[src/rtl/ring_interlock_pkg.sv]
// Shared definitions for the ring interlock requester: state encoding, ring size and
// default cycle counts.
package ring_interlock_pkg;

   localparam int unsigned NODE_COUNT = 8;

   localparam int unsigned DEF_CONFIRM_CYCLES = 4;
   localparam int unsigned DEF_DWELL_CYCLES   = 16;
   localparam int unsigned DEF_TIMEOUT_CYCLES = 64;
   localparam int unsigned DEF_HOLDOFF_CYCLES = 8;
   localparam int unsigned DEF_CNT_W          = 8;

   // Encoding is visible on o_State, so the values are fixed.
   typedef enum logic [2:0] {
      StIdle    = 3'd0,
      StReq     = 3'd1,
      StActive  = 3'd2,
      StRelease = 3'd3,
      StFault   = 3'd4
   } state_e;

endpackage

[src/rtl/interlock_cycle_timer.sv]
// Saturating up-counter with synchronous clear and a terminal-value compare.
module interlock_cycle_timer #(
   parameter int unsigned CNT_W = 8
) (
   input  logic             clk_i,
   input  logic             rst_ni,
   input  logic             clr_i,
   input  logic             en_i,
   input  logic [CNT_W-1:0] term_i,
   output logic             term_o
);

   logic [CNT_W-1:0] count_q, count_d;

   // Clear wins over count; hold at all-ones instead of wrapping.
   always_comb begin
      count_d = count_q;
      if (clr_i) begin
         count_d = '0;
      end else if (en_i && (count_q != {CNT_W{1'b1}})) begin
         count_d = count_q + CNT_W'(1);
      end
   end

   // Count register, synchronous active-low reset.
   always_ff @(posedge clk_i) begin
      if (!rst_ni) begin
         count_q <= '0;
      end else begin
         count_q <= count_d;
      end
   end

   assign term_o = (count_q == term_i);

endmodule

[src/rtl/ring_interlock_requester.sv]
// Node-side requester for the ring interlock: raises the node request, confirms the grant,
// runs a timed actuator enable, and enforces an off-time after each release. Grant timeout
// or loss of grant while enabled latches a fault until cleared.
module ring_interlock_requester
   import ring_interlock_pkg::*;
#(
   parameter int unsigned CONFIRM_CYCLES = DEF_CONFIRM_CYCLES,
   parameter int unsigned DWELL_CYCLES   = DEF_DWELL_CYCLES,
   parameter int unsigned TIMEOUT_CYCLES = DEF_TIMEOUT_CYCLES,
   parameter int unsigned HOLDOFF_CYCLES = DEF_HOLDOFF_CYCLES,
   parameter int unsigned CNT_W          = DEF_CNT_W
) (
   input  logic       i_Clk,
   input  logic       i_Rst_n,
   input  logic       i_Cmd,
   input  logic       i_Abort,
   input  logic       i_Clear,
   input  logic       i_Grant,
   output logic       o_Req,
   output logic       o_Enable,
   output logic       o_Busy,
   output logic       o_Done,
   output logic       o_Fault,
   output logic [2:0] o_State
);

   // Terminal values are "last cycle in state" indices since the counters start at 0.
   localparam logic [CNT_W-1:0] ConfirmTerm = CNT_W'(CONFIRM_CYCLES - 1);
   localparam logic [CNT_W-1:0] DwellTerm   = CNT_W'(DWELL_CYCLES - 1);
   localparam logic [CNT_W-1:0] TimeoutTerm = CNT_W'(TIMEOUT_CYCLES - 1);
   localparam logic [CNT_W-1:0] HoldoffTerm = CNT_W'(HOLDOFF_CYCLES - 1);

   if ((CONFIRM_CYCLES < 1) || (DWELL_CYCLES < 1) || (HOLDOFF_CYCLES < 1) ||
       (TIMEOUT_CYCLES <= CONFIRM_CYCLES)) begin : g_bad_cycles
      $error("ring_interlock_requester: illegal cycle parameters");
   end
   if ((CNT_W > 31) || (TIMEOUT_CYCLES > (1 << CNT_W)) || (DWELL_CYCLES > (1 << CNT_W)) ||
       (HOLDOFF_CYCLES > (1 << CNT_W))) begin : g_bad_width
      $error("ring_interlock_requester: CNT_W too narrow for cycle parameters");
   end

   state_e           state_q, state_d;
   logic             state_chg;
   logic             tmr_en, tmr_term;
   logic [CNT_W-1:0] tmr_term_val;
   logic             run_clr, run_en, run_term;
   logic             confirm;

   logic req_q, req_d;
   logic enable_q, enable_d;
   logic busy_q, busy_d;
   logic done_q, done_d;
   logic fault_q, fault_d;

   assign state_chg = (state_d != state_q);

   // Full run of consecutive grants including the current cycle.
   assign confirm = i_Grant && run_term;

   // State timer: cleared on every state entry, counts only in timed states.
   assign tmr_en = (state_q == StReq) || (state_q == StActive) || (state_q == StRelease);

   // Select which limit the state timer is compared against.
   always_comb begin
      tmr_term_val = '0;
      case (state_q)
         StReq:     tmr_term_val = TimeoutTerm;
         StActive:  tmr_term_val = DwellTerm;
         StRelease: tmr_term_val = HoldoffTerm;
         default:   tmr_term_val = '0;
      endcase
   end

   interlock_cycle_timer #(
      .CNT_W (CNT_W)
   ) u_state_timer (
      .clk_i  (i_Clk),
      .rst_ni (i_Rst_n),
      .clr_i  (state_chg),
      .en_i   (tmr_en),
      .term_i (tmr_term_val),
      .term_o (tmr_term)
   );

   // Grant run counter only means anything in REQ; any low grant restarts the run.
   assign run_en  = (state_q == StReq) && i_Grant;
   assign run_clr = state_chg || ((state_q == StReq) && !i_Grant);

   interlock_cycle_timer #(
      .CNT_W (CNT_W)
   ) u_confirm_run (
      .clk_i  (i_Clk),
      .rst_ni (i_Rst_n),
      .clr_i  (run_clr),
      .en_i   (run_en),
      .term_i (ConfirmTerm),
      .term_o (run_term)
   );

   // Next-state logic; priorities follow the interlock safety ordering.
   always_comb begin
      state_d = state_q;
      done_d  = 1'b0;
      case (state_q)
         StIdle: begin
            if (i_Cmd) begin
               state_d = StReq;
            end
         end
         StReq: begin
            if (i_Abort || !i_Cmd) begin
               state_d = StRelease;
            end else if (confirm) begin
               state_d = StActive;
            end else if (tmr_term) begin
               state_d = StFault;
            end
         end
         StActive: begin
            // Grant loss is a safety event and outranks abort and completion.
            if (!i_Grant) begin
               state_d = StFault;
            end else if (i_Abort) begin
               state_d = StRelease;
            end else if (tmr_term) begin
               state_d = StRelease;
               done_d  = 1'b1;
            end
         end
         StRelease: begin
            if (tmr_term) begin
               state_d = StIdle;
            end
         end
         StFault: begin
            if (i_Clear) begin
               state_d = StRelease;
            end
         end
         default: state_d = StIdle;
      endcase
   end

   // Output decode from the next state so every output is a flop.
   always_comb begin
      req_d    = (state_d == StReq) || (state_d == StActive);
      enable_d = (state_d == StActive);
      busy_d   = (state_d != StIdle);
      fault_d  = (state_d == StFault);
   end

   // State and output registers, synchronous active-low reset.
   always_ff @(posedge i_Clk) begin
      if (!i_Rst_n) begin
         state_q  <= StIdle;
         req_q    <= 1'b0;
         enable_q <= 1'b0;
         busy_q   <= 1'b0;
         done_q   <= 1'b0;
         fault_q  <= 1'b0;
      end else begin
         state_q  <= state_d;
         req_q    <= req_d;
         enable_q <= enable_d;
         busy_q   <= busy_d;
         done_q   <= done_d;
         fault_q  <= fault_d;
      end
   end

   assign o_Req    = req_q;
   assign o_Enable = enable_q;
   assign o_Busy   = busy_q;
   assign o_Done   = done_q;
   assign o_Fault  = fault_q;
   assign o_State  = state_q;

endmodule

[config.mk]
export PLATFORM = sky130hd
export DESIGN_NAME = ring_interlock_requester
export DESIGN_NICKNAME = d
export VERILOG_FILES = /design/src/rtl/ring_interlock_pkg.sv /design/src/rtl/interlock_cycle_timer.sv /design/src/rtl/ring_interlock_requester.sv
export SDC_FILE = /design/constraint.sdc
export NUM_CORES = 1
export LEC_CHECK = 0
export ABC_CLOCK_PERIOD_IN_PS = 2850
export CAP_MARGIN = 10
export CORE_AREA = 2 2 64 66
export DETAILED_ROUTE_END_ITERATION = 6
export DIE_AREA = 0 0 66 68
export GPL_TIMING_DRIVEN = 0
export HOLD_SLACK_MARGIN = 0.05
export PLACE_DENSITY_LB_ADDON = 0.15
export SLEW_MARGIN = 10
export SYNTH_ARGS = -nofsm -noshare
export SYNTH_HDL_FRONTEND = slang
export SYNTH_SLANG_ARGS = --single-unit
export TNS_END_PERCENT = 5
[constraint.sdc]
create_clock -name i_Clk -period 2.85 [get_ports i_Clk]
set_clock_uncertainty 0.15 [all_clocks]
set_input_delay 0.855 -clock i_Clk [delete_from_list [all_inputs] [get_ports i_Clk]]
set_output_delay 0.855 -clock i_Clk [all_outputs]
set_load 0.02 [all_outputs]
==> results of run 1 <==
cells by family (layout without fill, tap and decap cells):
| group | count (synthesis) | after routing |
|---|---|---|
| multiplexers | 4 | 4 |
| AO/OA/AOI/OAI | 31 | 31 |
| AND/OR/NAND/NOR | 80 | 80 |
| adder cells (fa/ha/maj) | 2 | 2 |
| buffers and inverters | 10 | 26 |
| XOR/XNOR | 15 | 15 |
| flip-flops | 24 | 24 |
final timing paths:
check	start	end	slack, ns	cells past startpoint
worst max-delay path	i_Cmd	o_Busy$_SDFF_PN0_	0.23	6
worst min-delay path	u_confirm_run.count_q[1]$_SDFFE_PP0P_	u_confirm_run.count_q[1]$_SDFFE_PP0P_	0.41	2
worst max register to register	o_State[0]$_SDFF_PN0_	o_Req$_SDFF_PN0_	0.33	6
worst min register to register	u_confirm_run.count_q[1]$_SDFFE_PP0P_	u_confirm_run.count_q[1]$_SDFFE_PP0P_	0.41	2
critical path: cells and delay by family:
kind	cells	cell delay (ns)
AOI/OAI and AO/OA	3	0.91
buffers and inverters	1	0.41
and+or+nand+nor	2	0.45
flip-flops by register name (all words and copies together), names as in the netlist:
signal	cells
o_Req	1
u_state_timer.count_q	8
o_Fault	1
o_Enable	1
u_confirm_run.count_q	8
o_Done	1
o_Busy	1
o_State	3
cell usage after synthesis (3+ instances only):
cell,instances
a21oi_1,4
o21ai_0,3
a2111oi_0,3
nor3_1,4
mux2i_1,3
nand3_1,5
dfxtp_1,24
inv_1,6
nor2_1,19
nor3b_1,4
nand2_1,23
xor2_1,9
xnor2_1,6
through the flow:
step	setup slack (ns)	utilization [%]	instance area, µm²
3_5_place_dp	-0.216	43.2	1670
5_1_grt	0.0700	44.4	1710
4_1_cts	0.0724	44.3	1710
6_report	0.232	44.4	1710
2_1_floorplan	0.463	-	1470
3_3_place_gp	-0.173	43.2	1670
metal layers:
| layer | global-route usage, % | vias up | part of all wire [%] |
|---|---|---|---|
| met2 | 24.5 | 13 | 48 |
| li1 | - | 627 | - |
| met1 | 19.4 | 566 | 48 |
| met4 | 6.12 | 0 | 1.4 |
| met5 | 0 | - | 0 |
| met3 | 1.97 | 4 | 2.0 |
repair_timing:
item | 4_1_cts | 5_1_grt
resized for setup | 0 | 1
hold endpoints to repair | 0 | 0
setup endpoints to repair | 0 | 10
buffers inserted | 0 | 0
area by class of cell:
type,instances,area (µm²)
Buffer,4,42.5
Clock buffer,3,41.3
Fill cell,406,2140
Inverter,6,22.5
Multi-Input combinational cell,132,932
Sequential cell,24,480
Tap cell,50,62.6
Timing Repair Buffer,13,130
power groups by stage:
stage | clock network, mW | logic [mW] | registers (mW)
detailed placement | 0 | 0.866 | 0.430
finish | 0.205 | 0.861 | 0.422
floorplan | 0 | 0.624 | 0.465
global route | 0.227 | 0.940 | 0.430
global placement | 0 | 0.859 | 0.428
CTS | 0.215 | 0.868 | 0.422
placed cells by master, fill, tap and decap left out, drive strengths merged, types with 2 or more instances in the layout:
cell type	n
clkdlybuf4s50	13
and3	2
nand2	24
mux2i	3
nand3	5
clkbuf	6
ha	2
xnor2	6
a22oi	2
nor2b	2
o31ai	2
and2	2
dfxtp	24
inv	6
or2	2
a21oi	5
and4	3
a31oi	2
xor2	9
o21ai	4
nand4	3
nor2	19
nor3b	5
nor4	2
a2111oi	4
a211o	2
nor3	5
==> metrics.csv, run 1 <==
metric,value,unit
PwrDens,869,nW/µm²
hold_ws,0.405,ns
Post-Syn Area,1470,µm²
Hold Buf Count CTS,0,
clock root buffer,clkbuf_8,
startpoint types,input pin,
post-synth cell types,57,
GRT overflow,0,
Ports,14,
switching pwr,0.639,mW
Synth area leader,dfxtp_1,
die height,68,µm
total number of vias,1210,
placed wire-length estimate,2.27,mm
critical path arrival,2.63,ns
max cap viols,0,
cells after synthesis,166,
routability cong.,0.798,
core area,3860,µm²
crit path max fanout,4,
Peak VDD IR,0.297,mV
Initial Util,38.2,%
Port-buffer cells,13,
internal power,0.849,mW
"CTS clk-pin slew, worst paths",0.09,ns
wire length per cell,13.2,µm
Synth Area in Compound Gates,19.6,%
num rows,23,
Max-slew headroom,57.5,%
drt first pass iters,4,
share of the synthesized area in the top cell type,32.6,%
Post-synth EDFFs,0,
Reg power frac,28.4,%
fin crit share,91.9,%
initial DRC count,82,
layout cells sized above 1,15.4,%
clk_lat worst skew,0.27,ns
yosys warns,0,
worst-path cell chain,clkdlybuf4s50_1 -> or3_1 -> a211o_2 -> o22ai_4 -> nand2_2 -> o31a_1,
unrepaired setup endpoints after global routing,no,
Sw Share,43.0,%
Non-Filler Instances,232,
Worst-Margin Slew,0.622,ns
Simple-Gate Fraction of Synth Area,30.0,%
clock sinks,24,
Fin Setup TNS,0,ns
main area contributors after synthesis,"dfxtp_1 (33%), nand2_1 (5.9%), xor2_1 (5.3%)",
CTS H-tree depth,1,
Synth Flop Type,dfxtp_1,
Die Area,4490,µm²
pin count of the biggest net entering global routing,13,
WL final,3.05,mm
Antenna Nets Post-Route,0,
Max Clock Freq,0.382,GHz
crit path kind,in2reg,
post-synthesis mux area share,2.80,%
"Req. time, crit path",2.86,ns
minimum clock period after layout,2.62,ns
max incr delay on CP,0.41,ns
post-synthesis register bit count,24,
DRC,0,
largest family of logic cells by synthesized area,simple AND/OR/NAND/NOR gates,
Worst setup EP type,register,
register area share after synthesis,32.6,%
Synth Area in Adders,1.70,%
Slew Limit Fails,0,
vias in the first global route,1120,
XOR/XNOR Fraction of Synth Area,8.91,%
Post-synth ARST share,0,%
Final setup violation count,0,
worst min path class,reg2reg,
vias per inst,5.22,
Num CTS Buffers,3,
global-route wire length before repair,5.06,mm
n_diodes,0,
Worst path slowest cell,clkdlybuf4s50_1,
nets,192,
clock share of power,13.8,%
Pleak,0.652,nW
final hold violations,0,
Die X,66,µm
initial antenna violation count,0,
Total Power,1.49,mW
GR Util All Layers,14.8,%
clock tree buffer depth,2,
status,completed,
Mapped Nets,174,
Syn Area/Cell,8.88,µm²
Area Growth Syn to Fin,16.1,%
placed cells,229,
logic gate share of total power,57.8,%
CTS tree,built,
Power figures use the tool's default switching activity.
==> run 2: changes to the inputs <==
Settings changed: CORE_AREA 2 2 64 66 to 2 2 47 66, DIE_AREA 0 0 66 68 to 0 0 49 68.
==> metrics.csv, run 2 (synthesized netlist as in run 1, its figures left out) <==
metric,value,unit,change
fillers,269,,was 406
PwrDens,865,nW/µm²,was 869 nW/µm²
fin crit share,91.2,%,was 91.9%
GRT overflow,0,,unchanged
Ports,14,,unchanged
CTS H-tree depth,1,,unchanged
Worst setup EP type,register,,unchanged
Met3 Wirelength,74,µm,was 62 µm
WL final,2.80,mm,was 3.05 mm
num rows,23,,unchanged
cell family with most CP delay,compound AO/OA/AOI/OAI gates,,unchanged
"CTS clk-pin slew, worst paths",0.08,ns,was 0.09 ns
Slew Limit Fails,0,,unchanged
startpoint types,input pin,,unchanged
Pleak,0.652,nW,unchanged
logic gate share of total power,58.0,%,was 57.8%
DRC,0,,unchanged
Initial Util,52.8,%,was 38.2%
wire length per cell,12.8,µm,was 13.2 µm
max incr delay on CP,0.41,ns,about the same
hold_ws,0.407,ns,was 0.405 ns
Non-Filler Instances,219,,was 232
minimum clock period after layout,2.60,ns,was 2.62 ns
initial DRC count,45,,was 82
GR Util All Layers,19.3,%,was 14.8%
Antenna Nets Post-Route,0,,unchanged
clk_lat worst skew,0.26,ns,was 0.27 ns
Max Clock Freq,0.385,GHz,was 0.382 GHz
clock tree buffer depth,2,,unchanged
Fin Setup TNS,0,ns,unchanged
clock sinks,24,,unchanged
crit path max fanout,4,,unchanged
layout cells sized above 1,15.4,%,unchanged
routability cong.,0.814,,was 0.798
Sw Share,42.2,%,was 43.0%
die height,68,µm,unchanged
nets,192,,unchanged
drt first pass iters,4,,unchanged
"commonest non-fill, non-tap cell in the layout",dfxtp_1,,unchanged
Die Area,3330,µm²,was 4490 µm²
CTS tree,built,,unchanged
Area Growth Syn to Fin,15.0,%,was 16.1%
Peak VDD IR,0.445,mV,was 0.297 mV
max cap viols,0,,unchanged
"Req. time, crit path",2.86,ns,about the same
status,completed,,unchanged
Worst-Margin Slew,0.638,ns,was 0.622 ns
uppermost layer routed,met4,,unchanged
Die X,49,µm,was 66 µm
n_diodes,0,,unchanged
global-route wire length before repair,5.03,mm,was 5.06 mm
total number of vias,1232,,was 1210
critical path arrival,2.61,ns,was 2.63 ns
Worst path slowest cell,clkdlybuf4s50_1,,unchanged
vias in the first global route,1143,,was 1120
Reg power frac,28.6,%,was 28.4%
worst min path class,reg2reg,,unchanged
Port-buffer cells,13,,unchanged
worst-path cell chain,clkdlybuf4s50_1 -> or3_1 -> a211o_2 -> o22ai_4 -> nand2_2 -> o31a_1,,unchanged
Num CTS Buffers,3,,unchanged
initial antenna violation count,0,,unchanged
clock share of power,13.5,%,was 13.8%
switching pwr,0.618,mW,was 0.639 mW
final hold violations,0,,unchanged
Final setup violation count,0,,unchanged
wire length on met1,1.19,mm,was 1.48 mm
unrepaired setup endpoints after global routing,no,,unchanged
critical path buffer and inverter count,1,,unchanged
internal power,0.848,mW,was 0.849 mW
placed wire-length estimate,2.18,mm,was 2.27 mm
met2 wire len,1.48,mm,was 1.47 mm
placed cells,216,,was 229
core area,2790,µm²,was 3860 µm²
crit path kind,in2reg,,unchanged
Hold Buf Count CTS,0,,unchanged
pin count of the biggest net entering global routing,13,,unchanged
Post-CTS Setup Inserts,0,,unchanged
most frequent cells in the layout,"dfxtp_1 (24), nand2_1 (23), nor2_1 (19), clkdlybuf4s50_1 (13), xor2_1 (9)",,unchanged
clock root buffer,clkbuf_8,,unchanged
vias per inst,5.63,,was 5.22
Max-slew headroom,57.5,%,about the same
[run 2: cell counts in the layout (fill, tap and decap cells not counted)]
No cell type changed its count.
[run 2: per-stage QoR]
step	utilization [%]	power, mW	area, µm²	worst slack, ns
after floorplan	-	1.09	1470	0.463
after global placement	59.1	1.27	1650	-0.190
after detailed placement	59.1	1.28	1650	-0.169
after CTS	60.6	1.48	1690	0.0998
after global routing	60.7	1.57	1700	0.0791
final	60.7	1.47	1700	0.251
[run 2: final timing paths]
path                                                            start                                    end  slack [ns]  cells after the start
worst max-delay path                                            i_Cmd                      o_Busy$_SDFF_PN0_        0.25                      6
worst min-delay path            u_confirm_run.count_q[1]$_SDFFE_PP0P_  u_confirm_run.count_q[1]$_SDFFE_PP0P_        0.41                      2
worst max register to register                  o_State[0]$_SDFF_PN0_                       o_Req$_SDFF_PN0_        0.37                      6
worst min register to register  u_confirm_run.count_q[1]$_SDFFE_PP0P_  u_confirm_run.count_q[1]$_SDFFE_PP0P_        0.41                      2
[run 2: what timing repair did]
action	in CTS	in global routing
endpoints found under the hold margin	0	0
gates resized for setup	0	1
endpoints found under the setup margin	0	10
[run 2: power groups by stage]
stage | combinational, mW | sequential (mW) | clock [mW]
floorplan | 0.624 | 0.465 | 0
global placement | 0.846 | 0.427 | 0
detailed placement | 0.852 | 0.428 | 0
CTS | 0.856 | 0.421 | 0.204
global route | 0.929 | 0.428 | 0.218
finish | 0.850 | 0.419 | 0.197
[run 2: worst register-to-register path, delay by kind of cell (launching register included)]
family	cells	cell delay (ns)
and+or+nand+nor	3	0.65
muxes	1	0.33
DFF	1	0.42
AOI/OAI and AO/OA	2	0.82
[run 2: layer usage]
layer	vias to the layer above	global-route usage, %
li1	626	-
met2	16	35.1
met3	5	2.62
met5	-	0
met1	585	22.3
met4	0	9.64
[run 2: area by class of cell]
cell class              count  area (µm²)  area share [%]
plain buffers               4        42.5            2.51
clock buffers               3        41.3            2.44
inverters                   6        22.5            1.33
multi-input cells         132         932            55.0
flip-flops and latches     24         480            28.3
well taps                  37        46.3            2.73
repair buffers             13         130            7.68
==> run 3: changes to the inputs <==
Settings changed: ABC_CLOCK_PERIOD_IN_PS 2850 to not set.
==> results of run 3 <==
Same layout as run 2: the final DEF is identical, and so are final timing and power.
==> edit 1 (settings of run 3) <==
Register the output `o_Fault` once more, without a reset; this adds one clock of latency there. The other outputs are not delayed to match.
--- a/src/rtl/ring_interlock_requester.sv
+++ b/src/rtl/ring_interlock_requester.sv
@@ -172,7 +172,9 @@
    assign o_Enable = enable_q;
    assign o_Busy   = busy_q;
    assign o_Done   = done_q;
-   assign o_Fault  = fault_q;
+   always_ff @(posedge i_Clk) begin
+      o_Fault <= fault_q;
+   end
    assign o_State  = state_q;
 
 endmodule
Function: changed (Yosys sat finds a counterexample within 10 cycles, from zero or initial values and one cycle with i_Rst_n low).
==> edit 1 against run 3 <==
Synthesized area rose by 1.4%. Sequential cell count rose by 1. Wire length rose by 3.2%. Design area rose by 1.3%. Register-to-register slack got worse by 0.02 ns. Cell count rose by 0.91%. Total power rose by 2.5%. Worst setup slack got worse by 0.0047 ns. Critical path type unchanged. Largest cell class unchanged. Largest power group unchanged.
==> edit 1: results <==
metrics = {
    "route": {
        "vias": 1251,
        "wirelength_um": 2890,
        "drt_pass1_iterations": 4,
        "initialDrtViolationCount": 40,
        "drt-vias-per-instance": 5.66,
    },
    "clock_network": {
        "cts_buffers": 3,
        "clk_latency_ns": 0.27,
        "clk_pin_slew_worst_paths_ns": 0.08,
        "h-tree-depth": 1,
    },
    "worst_setup_path": {
        "crit_start": "i_Grant",
        "cp_max_fo": 10,
        "arrival_ns": 2.66,
    },
    "grt": {
        "grt_antenna_before_repair": 0,
        "grt_max_degree": 14,
        "grt.total_usage_pct": 19.7,
        "grt_use_met3_pct": 3.49,
        "grtUsageMet1_pct": 22.8,
        "grt_use_met2_pct": 34.2,
        "grt_pass1_wl_um": 5040,
        "grt_pass1_vias": 1155,
    },
    "final_layout": {
        "nFillCells": 253,
        "layout.nets": 193,
        "drive_above_1_share_pct": 15.2,
    },
    "placed_design": {
        "hpwl_um": 2220,
        "place.port_buffers": 13,
        "dpl_worst_slack_ns": -0.169,
        "place_inst": 217,
        "place.gp.congestion": 0.867,
    },
    "yosys": {
        "ys_seq_area_share_pct": 33.5,
        "synth_common_cells": "dfxtp_1, nand2_1, nor2_1",
        "synth.top_cells.by_area": "dfxtp_1, nand2_1, xor2_1",
        "synth_edf_count": 0,
        "syn_inst": 167,
        "syn_nets": 175,
    },
    "hold_path": {
        "hold_class": "reg -> reg",
        "hold_path_startpoint": "fault_q",
    },
    "power_and_ir_drop": {
        "peakVddDrop_v": 0.000732,
        "p_leak_uw": 0.000664,
    },
    "status": {
        "status": "completed",
    },
    "sta": {
        "slew_headroom_pct": 57.6,
    },
}
-- edit 1: cell count changes after synthesis, sizes merged --
cell and change:
dfxtp +1
-- edit 1: logic make-up (layout without fill, tap and decap cells) --
logic type      count (synthesis)  count (layout)  share of synthesized area (%)
buf+inv                        10              27                           4.35
flops                          25              25                           33.5
xor+xnor                       15              15                           8.79
mux                             4               4                           2.76
simple gates                   80              80                           29.6
compound gates                 31              31                           19.3
fa+ha+maj                       2               2                           1.67
-- edit 1: metrics by stage --
step / utilization (%) / area (µm²) / TNS [ns]
floorplan: - / 1490 / 0
global placement: 59.8 / 1670 / -1.16
detailed placement: 59.8 / 1670 / -1.63
CTS: 61.5 / 1720 / 0
global route: 61.5 / 1720 / 0
finish: 61.5 / 1720 / 0
-- edit 1: worst paths after layout --
check,end,cells after the start,slack (ns)
hold reg to reg,o_Fault,0,0.19
setup / recovery,u_state_timer.count_q[5],8,0.25
hold / removal,o_Fault,0,0.19
setup reg to reg,o_Req,6,0.35
-- edit 1: cell type report --
cell class                      instances  area share, %
Multi-Input combinational cell        132           54.1
Sequential cell                        25           29.2
Timing Repair Buffer                   13           7.58
Tap cell                               37           2.70
Clock buffer                            4           2.62
Buffer                                  4           2.55
Inverter                                6           1.31
-- edit 1: power by group --
part	leakage [µW]	internal, µW	switching (µW)	total (µW)
Combinational	0.000438	375	482	858
Sequential	0.000203	396	42.0	438
Clock	0.0000228	100	108	208
-- edit 1: critical path: stages --
cell and delay, ns:
clkdlybuf4s50_1 0.61, nor2_1 0.08, o2bb2ai_1 0.15, nand2_1 0.09
a21oi_1 0.40, clkbuf_2 0.31, nand2_1 0.08, nor2_1 0.09
-- edit 1: timing repair --
action | 4_1_cts | 5_1_grt
setup buffers | 0 | 0
hold buffers | 0 | 0
gates resized for setup | 0 | 2
endpoints found under the setup margin | 0 | 10
-- edit 1: routing by layer --
metal | up-vias | part of all wire, %
met5 | - | 0
met3 | 11 | 2.8
met2 | 30 | 51
met1 | 578 | 43
li1 | 632 | -
met4 | 0 | 3.0
==> edit 2 (settings of run 3) <==
Made on the original files. `DEF_CNT_W`: 8 -> 12.
--- a/src/rtl/ring_interlock_pkg.sv
+++ b/src/rtl/ring_interlock_pkg.sv
@@ -8,7 +8,7 @@
    localparam int unsigned DEF_DWELL_CYCLES   = 16;
    localparam int unsigned DEF_TIMEOUT_CYCLES = 64;
    localparam int unsigned DEF_HOLDOFF_CYCLES = 8;
-   localparam int unsigned DEF_CNT_W          = 8;
+   localparam int unsigned DEF_CNT_W          = 12;
 
    // Encoding is visible on o_State, so the values are fixed.
    typedef enum logic [2:0] {
Formal check against the unedited RTL: same outputs for any inputs over 10 cycles, from zero or initial values and one cycle with i_Rst_n low; that may be too few to reach the edited logic, so the function may still have changed.
==> edit 2 against run 3 <==
Non-clock buffer count grew 3. Utilization rose by 14 points. Via count rose by 28%. Design area rose by 24%. Sequential cell count grew 8. Total power grew 17%. Worst setup slack lost 0.12 ns. Synthesized area rose by 21%. Wire length rose by 38%. Largest power group unchanged. Highest routed layer unchanged.
==> edit 2: results <==
metrics = {
    "status": {
        "status": "completed",
    },
    "clock_network": {
        "h-tree-depth": 2,
        "cts_buffers": 5,
        "clk_latency_ns": 0.28,
    },
    "grt": {
        "grt_max_degree": 11,
        "grt_pass1_wl_um": 6430,
        "grt_pass1_vias": 1474,
        "grt.total_usage_pct": 25.5,
    },
    "route": {
        "vias": 1579,
        "wl_per_cell_um": 14.3,
    },
    "final_layout": {
        "layout.nets": 241,
        "drive_above_1_share_pct": 10.7,
    },
    "placed_design": {
        "dpl_worst_slack_ns": -0.247,
        "place.gp.congestion": 0.906,
        "hpwl_um": 2880,
    },
    "yosys": {
        "ys_seq_area_share_pct": 36.0,
        "synth_common_cells": "nor2_1, dfxtp_1, nand2_1",
        "synth.top_cells.by_area": "dfxtp_1, nor2_1, xnor2_1",
        "synth_cell_type_count": 52,
        "syn_nets": 221,
    },
    "sta": {
        "period_needed_ns": 2.72,
        "max_slew.worst_pin.slew_ns": 0.539,
    },
    "power_and_ir_drop": {
        "peakVddDrop_v": 0.000639,
        "p_leak_uw": 0.000754,
    },
    "worst_setup_path": {
        "cp_max_fo": 10,
        "reg2regPathDepth": 9,
        "arrival_ns": 2.74,
    },
}
[edit 2: cell count changes in the layout (fill, tap and decap cells not counted), sizes merged, moves of 4 or more]
cell / before / now
nor2: 19 / 34
dfxtp: 24 / 32
nand2: 24 / 16
buf: 1 / 6
a2111oi: 4 / 0
nand3: 5 / 9
nand4: 3 / 7
nor3b: 5 / 1
nor4b: 0 / 4
o21ai: 4 / 8
or3: 1 / 5
xnor2: 6 / 10
[edit 2: layout make-up]
type,count,area [µm²]
Multi-Input combinational cell,166,1070
Timing Repair Buffer,13,130
Tap cell,37,46.3
Sequential cell,32,641
Fill cell,222,697
Inverter,8,30.0
Buffer,7,48.8
Clock buffer,7,96.3
Clock inverter,1,30.0
[edit 2: what timing repair did]
item,in CTS,in global routing
gates resized for setup,0,2
hold buffers,0,0
endpoints found under the setup margin,0,11
endpoints found under the hold margin,0,0
[edit 2: stage by stage]
stage | instance area (µm²) | TNS [ns] | total power, µW | instances | hold slack (ns)
after global placement | 1960 | -2.99 | 1240 | 263 | 0.333
after global routing | 2090 | -0.0417 | 1810 | 271 | 0.417
after floorplan | 1780 | 0 | 1070 | 213 | 0.314
final | 2090 | 0 | 1710 | 271 | 0.349
after detailed placement | 1960 | -3.62 | 1250 | 263 | 0.342
after CTS | 2080 | 0 | 1730 | 271 | 0.350
[edit 2: worst paths after layout]
path                         endpoint                startpoint
max          u_confirm_run.count_q[3]                   i_Grant
min reg2reg  u_state_timer.count_q[8]  u_state_timer.count_q[8]
max reg2reg  u_confirm_run.count_q[3]                o_State[0]
min          u_state_timer.count_q[8]  u_state_timer.count_q[8]
[edit 2: kinds of logic after synthesis]
family          count (synthesis)  synth area share (%)
fa+ha+maj                       2                  1.41
xor+xnor                       19                  9.35
simple gates                  107                  32.1
compound gates                 34                  14.1
buf+inv                        15                  4.43
mux                             4                  2.53
flops                          32                  36.0
[edit 2: per-layer routing]
metal	global-route usage, %	vias to the layer above	wire length (µm)
li1	-	802	-
met1	27.4	749	1610
met2	46.9	21	2070
met3	5.24	7	107
met4	14.6	0	90
met5	0	-	0
[edit 2: where the power goes]
part           internal (µW)  switching, µW
Clock                    308            158
Combinational            333            397
Sequential               490           28.1
Total                   1130            583
[edit 2: critical path, cell delays in order]
cell and delay (ns):
clkdlybuf4s50_1 0.59, nor4b_2 0.30, nand3_1 0.15, nor3_1 0.25
o21ai_0 0.24, nand3b_4 0.15, buf_6 0.14, nor2_1 0.06
